**config.mk**
```make
export PLATFORM = sky130hd
export DESIGN_NAME = sbox_ctx_sequencer
export DESIGN_NICKNAME = d
export VERILOG_FILES = /design/src/rtl/sbox_ctx_sequencer.sv
export SDC_FILE = /design/constraint.sdc
export NUM_CORES = 1
export LEC_CHECK = 0
export BUFFER_PORTS_ARGS = -buffer_cell sky130_fd_sc_hd__buf_2
export CAP_MARGIN = 10
export CORE_MARGIN = 5
export CORE_UTILIZATION = 42
export CTS_CLUSTER_SIZE = 24
export DETAILED_ROUTE_END_ITERATION = 12
export HOLD_SLACK_MARGIN = 0.08
export PLACE_DENSITY = 0.62
export SLEW_MARGIN = 20
export SYNTH_ARGS = -nofsm -noshare
export SYNTH_HDL_FRONTEND = slang
export SYNTH_SLANG_ARGS = --single-unit
```
**constraint.sdc**
```tcl
create_clock -name clk -period 3 [get_ports clk]
set_clock_uncertainty 0.05 [all_clocks]
set_input_delay 0.15 -clock clk [delete_from_list [all_inputs] [get_ports clk]]
set_output_delay 0.15 -clock clk [all_outputs]
set_load 0.02 [all_outputs]
```
**src/rtl/sbox_ctx_sequencer.sv**
```systemverilog
// sbox_ctx_sequencer: routing-context table and dwell-timed sequencer
// that drives the route/enable selects of a 4-port 32-bit sbox.
module sbox_ctx_sequencer #(
   parameter int NUM_CTX = 4,
   parameter int CNT_W   = 16,
   parameter bit LOOP    = 1'b1,
   localparam int IW     = $clog2(NUM_CTX)
) (
   input  logic             clk,
   input  logic             reset,
   input  logic             cmd_run,
   input  logic             cmd_clear,
   input  logic             cfg_valid,
   output logic             cfg_ready,
   input  logic [IW-1:0]    cfg_idx,
   input  logic [7:0]       cfg_route,
   input  logic [3:0]       cfg_mask,
   input  logic [CNT_W-1:0] cfg_dwell,
   input  logic             cfg_last,
   output logic [7:0]       sbox_route,
   output logic [3:0]       sbox_oen,
   output logic [IW-1:0]    ctx_id,
   output logic             ctx_switch,
   output logic             busy,
   output logic             done
);

   typedef enum logic [1:0] {S_IDLE, S_RUN, S_PAUSE, S_DONE} state_t;

   state_t           state_q;
   logic [IW-1:0]    ctx_q;
   logic [CNT_W-1:0] cnt_q;
   logic [7:0]       route_q;
   logic [3:0]       oen_q;
   logic             sw_q;

   logic [7:0]       rt_q [NUM_CTX];
   logic [3:0]       mk_q [NUM_CTX];
   logic [CNT_W-1:0] dw_q [NUM_CTX];
   logic [NUM_CTX-1:0] last_q;

   logic             wr;
   logic             hit;
   logic [IW-1:0]    nxt_idx;
   logic [IW-1:0]    sel_idx;
   logic [7:0]       e_route;
   logic [3:0]       e_mask;
   logic [CNT_W-1:0] e_dwell;
   logic [CNT_W-1:0] e_load;

   assign cfg_ready = (state_q == S_IDLE) || (state_q == S_DONE);
   assign wr        = cfg_valid && cfg_ready && !cmd_clear;

   // Entry about to be applied; a same-cycle write to it is forwarded.
   assign nxt_idx = last_q[ctx_q] ? '0 : ctx_q + IW'(1);
   assign sel_idx = (state_q == S_RUN) ? nxt_idx : '0;
   assign hit     = wr && (cfg_idx == sel_idx);
   assign e_route = hit ? cfg_route : rt_q[sel_idx];
   assign e_mask  = hit ? cfg_mask  : mk_q[sel_idx];
   assign e_dwell = hit ? cfg_dwell : dw_q[sel_idx];
   assign e_load  = (e_dwell == '0) ? CNT_W'(1) : e_dwell;

   always_ff @(posedge clk or negedge reset) begin
      if (!reset) begin
         for (int i = 0; i < NUM_CTX; i++) begin
            rt_q[i] <= '0;
            mk_q[i] <= '0;
            dw_q[i] <= '0;
         end
         last_q <= '0;
      end else if (wr) begin
         rt_q[cfg_idx]   <= cfg_route;
         mk_q[cfg_idx]   <= cfg_mask;
         dw_q[cfg_idx]   <= cfg_dwell;
         last_q[cfg_idx] <= cfg_last;
      end
   end

   always_ff @(posedge clk or negedge reset) begin
      if (!reset) begin
         state_q <= S_IDLE;
         ctx_q   <= '0;
         cnt_q   <= '0;
         route_q <= '0;
         oen_q   <= '0;
         sw_q    <= 1'b0;
      end else begin
         sw_q <= 1'b0;
         if (cmd_clear) begin
            state_q <= S_IDLE;
            ctx_q   <= '0;
            cnt_q   <= '0;
            route_q <= '0;
            oen_q   <= '0;
         end else begin
            unique case (state_q)
               S_IDLE: begin
                  if (cmd_run) begin
                     state_q <= S_RUN;
                     ctx_q   <= sel_idx;
                     route_q <= e_route;
                     oen_q   <= e_mask;
                     cnt_q   <= e_load;
                     sw_q    <= 1'b1;
                  end
               end
               S_RUN: begin
                  if (!cmd_run) begin
                     state_q <= S_PAUSE;
                  end else if (cnt_q != CNT_W'(1)) begin
                     cnt_q <= cnt_q - CNT_W'(1);
                  end else if (last_q[ctx_q] && !LOOP) begin
                     state_q <= S_DONE;
                     oen_q   <= '0;
                     cnt_q   <= '0;
                  end else begin
                     ctx_q   <= sel_idx;
                     route_q <= e_route;
                     oen_q   <= e_mask;
                     cnt_q   <= e_load;
                     sw_q    <= 1'b1;
                  end
               end
               S_PAUSE: begin
                  if (cmd_run) state_q <= S_RUN;
               end
               S_DONE: begin
                  if (!cmd_run) begin
                     state_q <= S_IDLE;
                     ctx_q   <= '0;
                     route_q <= '0;
                  end
               end
               default: state_q <= S_IDLE;
            endcase
         end
      end
   end

   assign sbox_route = route_q;
   assign sbox_oen   = oen_q;
   assign ctx_id     = ctx_q;
   assign ctx_switch = sw_q;
   assign busy       = (state_q == S_RUN) || (state_q == S_PAUSE);
   assign done       = (state_q == S_DONE);

endmodule

```
==> impl_results.md <==
* Status: complete, no violations
* Cells after Synth at 652
* Crit Path Class: reg -> reg
* Hold Startpoint: cmd_clear
* Synth Register Bits at 148
* Critical path buffers and inverters at 2
* Post-synthesis adder-cell area fraction at 0.0102
* Worst Path Max Fanout at 28
* Main combinational cell family by area after synthesis: multiplexers
* H-tree depth at 4
* Critical path endpoint category: register
* Num CTS Buffers at 17
* Post-synthesis simple-gate area fraction at 0.102
* CTS tree: yes
* Area of the die at 0.0202 sq mm
* Max_cap viols at 0
* Drt pass-1 iters at 5
* Worst Slack Setup Final at 0.206 ns
* Max Root-Sink Buffers at 2
* Syn-to-layout area delta at 19.2%
* Final Wtd Congestion at 0.851
* Min-Delay Path Class: in -> reg
* Critical path's largest stage delay at 0.43 ns
* Number of global-route vias before repair at 5734
* Synthesized-area fraction occupied by xor and xnor cells at 0.00375
* Slew of the pin with the lowest slew margin at 0.950 ns
* Ports at 54
* Tot Pwr at 7.45 mW
* Mux share of post-synthesis cell area at 0.211
* Top_reg_cell synth: dfrtp_1
* Crit-path slowest cell: dfrtp_1
* DR WL/cell at 18.4 um
* Synth cell types at 51
* Total grt overflow at 0
* Clock power frac at 0.270
* Average vias per placed instance at 5.56
* Initial antenna violation count at 0
* RSZ-0062 raised after global routing: no
* Setup TNS at 0 ns
* Share of power burned in registers at 0.411
* Fill cells at 1534
* Pre-CTS setup slack at 0.00170 ns
* Critical path launch point type: register
* Hold Violations, Final at 0
* Iter 0 DRT Violations at 257
* Proportion of total power due to net switching at 0.332
* Pins Over Slew Limit at 0
* # rows at 48
* Footprint of the multi-input gates at 0.00340 sq mm
* Critical-path cell list: inv_1, ha_1, nor2b_1, nand2_4, buf_4, o221a_2, nor4_1, nand4bb_1, a2111oi_4, a31oi_1, nor2_1
* Share of cells above drive strength 1 at 0.340
* FFs w/ async S/R, synth at 1.00
* Register area at 0.00370 sq mm
* Global Route Usage Sum at 0.186
* Max_slew headroom at 0.367
* Pin count of the biggest net entering global routing at 101
* Clock slew at reported path FFs at 0.06 ns
* Commonest non-fill, non-tap cell in the layout: dfrtp_1
* Sink Count at 148
* Final instance area at 0.00874 sq mm
* LEAKAGE at 3.88 nW
* Sw Pwr at 2.47 mW
* Crit. path cell count at 11
* Ant. Diodes at 0
* Highest Clock Rate at 358 MHz
* P_int at 4.98 mW
* I/O Buffers at 53
* Logic pwr share at 0.319
* Fin crit share at 0.931
* Worst vdd ir at 0.000473 V
* Setup Viol. Count Final at 0
* Compound-cell area share of the yosys netlist at 0.133
* Overall routed net length at 17900 um
* Data required, critical path at 3.31 ns
* Worst hold stages at 3
* Final non-filler cell total at 976
* Total number of vias at 5430
* Number of routed nets with antenna violations at 0
* First-pass GRT wire length at 30000 um
* Number of synthesized flops with an enable pin at 0
* Worst setup startpoint: state_q[1]
* Clk root buf: clkbuf_16
* Commonest non-fill, non-tap cells in the layout: dfrtp_1, mux2_2, nand2_1
* Dpl cells at 913
* Core footprint at 0.0172 sq mm
* FF-to-FF path depth at 11
* DP Wirelength at 11900 um
* Reg2reg start: state_q[1]
* Width of the die at 142 um
* P per Cell Area at 852 mW/mm^2
* Placed instance area at 0.00785 sq mm
* Syn Area/Cell at 11.2 sq um
* Tmin final at 2.79 ns
* Die Y at 142 um
* Post-Syn Area at 0.00733 sq mm
* Nets@finish at 780
* Crit-path leading delay family: simple AND/OR/NAND/NOR gates
* CP arrival at 3.10 ns
* Synth Net Count at 694
* Worst skew pair latency at 0.43 ns
* Synth Warn # at 0
* Initial core utilization at 0.426
* Detailed-route DRC error count at 0
* Seq/Total Area, Yosys at 0.505
==> power groups by stage <==
stage	Clock (mW)	Combinational (mW)	Sequential [mW]
2_1_floorplan	0	1.71	3.03
3_3_place_gp	0	2.27	3.04
3_5_place_dp	0	2.34	3.09
4_1_cts	2.05	2.38	3.06
5_1_grt	2.14	2.64	3.14
6_report	2.01	2.38	3.06
==> kinds of logic (layout without fill, tap and decap cells) <==
group / count (synthesis) / in the layout
muxes: 136 / 136
adders and majority gates: 6 / 6
and+or+nand+nor: 154 / 154
buffers and inverters: 48 / 147
xor gates and xnor gates: 1 / 1
AOI/OAI and AO/OA: 159 / 159
DFF: 148 / 148
==> tightest hold or removal path, stage by stage <==
cell and delay, ns:
buf_2 0.22, nand3b_1 0.14, nand2_1 0.05
==> registers in the layout (all words and copies together), names as in the netlist <==
| signal | flops |
|---|---|
| dw_q | 64 |
| rt_q | 32 |
| cnt_q | 16 |
| mk_q | 16 |
| sbox_route | 8 |
| sbox_oen | 4 |
| last_q | 3 |
| ctx_id | 2 |
| state_q | 2 |
| ctx_switch | 1 |
==> timing repair <==
action | 4_1_cts | 5_1_grt
resized for setup | 1 | 4
hold endpoints to repair | 223 | 0
hold buffers | 31 | 0
endpoints found under the setup margin | 1 | 4
cloned | 0 | 0
buffers inserted | 0 | 0
pin swaps | 0 | 0
==> path summary, 6_finish.rpt <==
path	to	slack (ns)
max reg2reg	cnt_q[0]	0.21
min	state_q[1]	0.13
max	cnt_q[0]	0.21
min reg2reg	sbox_route[0]	0.43
max in group asynchronous	dw_q[52]	1.60
min in group asynchronous	dw_q[47]	0.32
==> routing by layer <==
metal	vias up	routed length, um	global-route usage
met5	-	0	0
met2	120	8770	0.307
li1	2539	-	-
met4	0	235	0.0591
met3	20	791	0.0363
met1	2751	8120	0.248
==> Yosys cell counts, types with 5 or more instances <==
cell type / n / share of area
dfrtp_1: 148 / 0.50
mux2_2: 123 / 0.19
nand2_1: 78 / 0.040
o21ai_0: 59 / 0.040
a21oi_1: 45 / 0.031
nor2_1: 25 / 0.013
clkbuf_1: 19 / 0.0097
o22ai_1: 13 / 0.011
a221oi_1: 12 / 0.014
a22oi_1: 12 / 0.012
buf_2: 11 / 0.0075
mux2i_1: 9 / 0.012
nor3_1: 8 / 0.0055
inv_1: 7 / 0.0036
ha_1: 6 / 0.010
nand3_1: 6 / 0.0041
nor3b_1: 6 / 0.0061
nor4_1: 6 / 0.0051
a31oi_1: 5 / 0.0043
==> metrics by stage <==
stage,util,hold slack (ns)
3_5_place_dp,0.455,0.277
4_1_cts,0.506,0.103
2_1_floorplan,-,-0.196
6_report,0.507,0.131
5_1_grt,0.507,0.169
3_3_place_gp,0.455,0.267
==> layout make-up <==
| cell class | instances | area share |
|---|---|---|
| flip-flops and latches | 148 | 0.424 |
| clock buffers | 19 | 0.0495 |
| well taps | 225 | 0.0322 |
| repair buffers | 108 | 0.0880 |
| multi-input cells | 456 | 0.389 |
| clock inverters | 13 | 0.0146 |
| inverters | 7 | 0.00301 |
(Power assumes the default switching activity.)
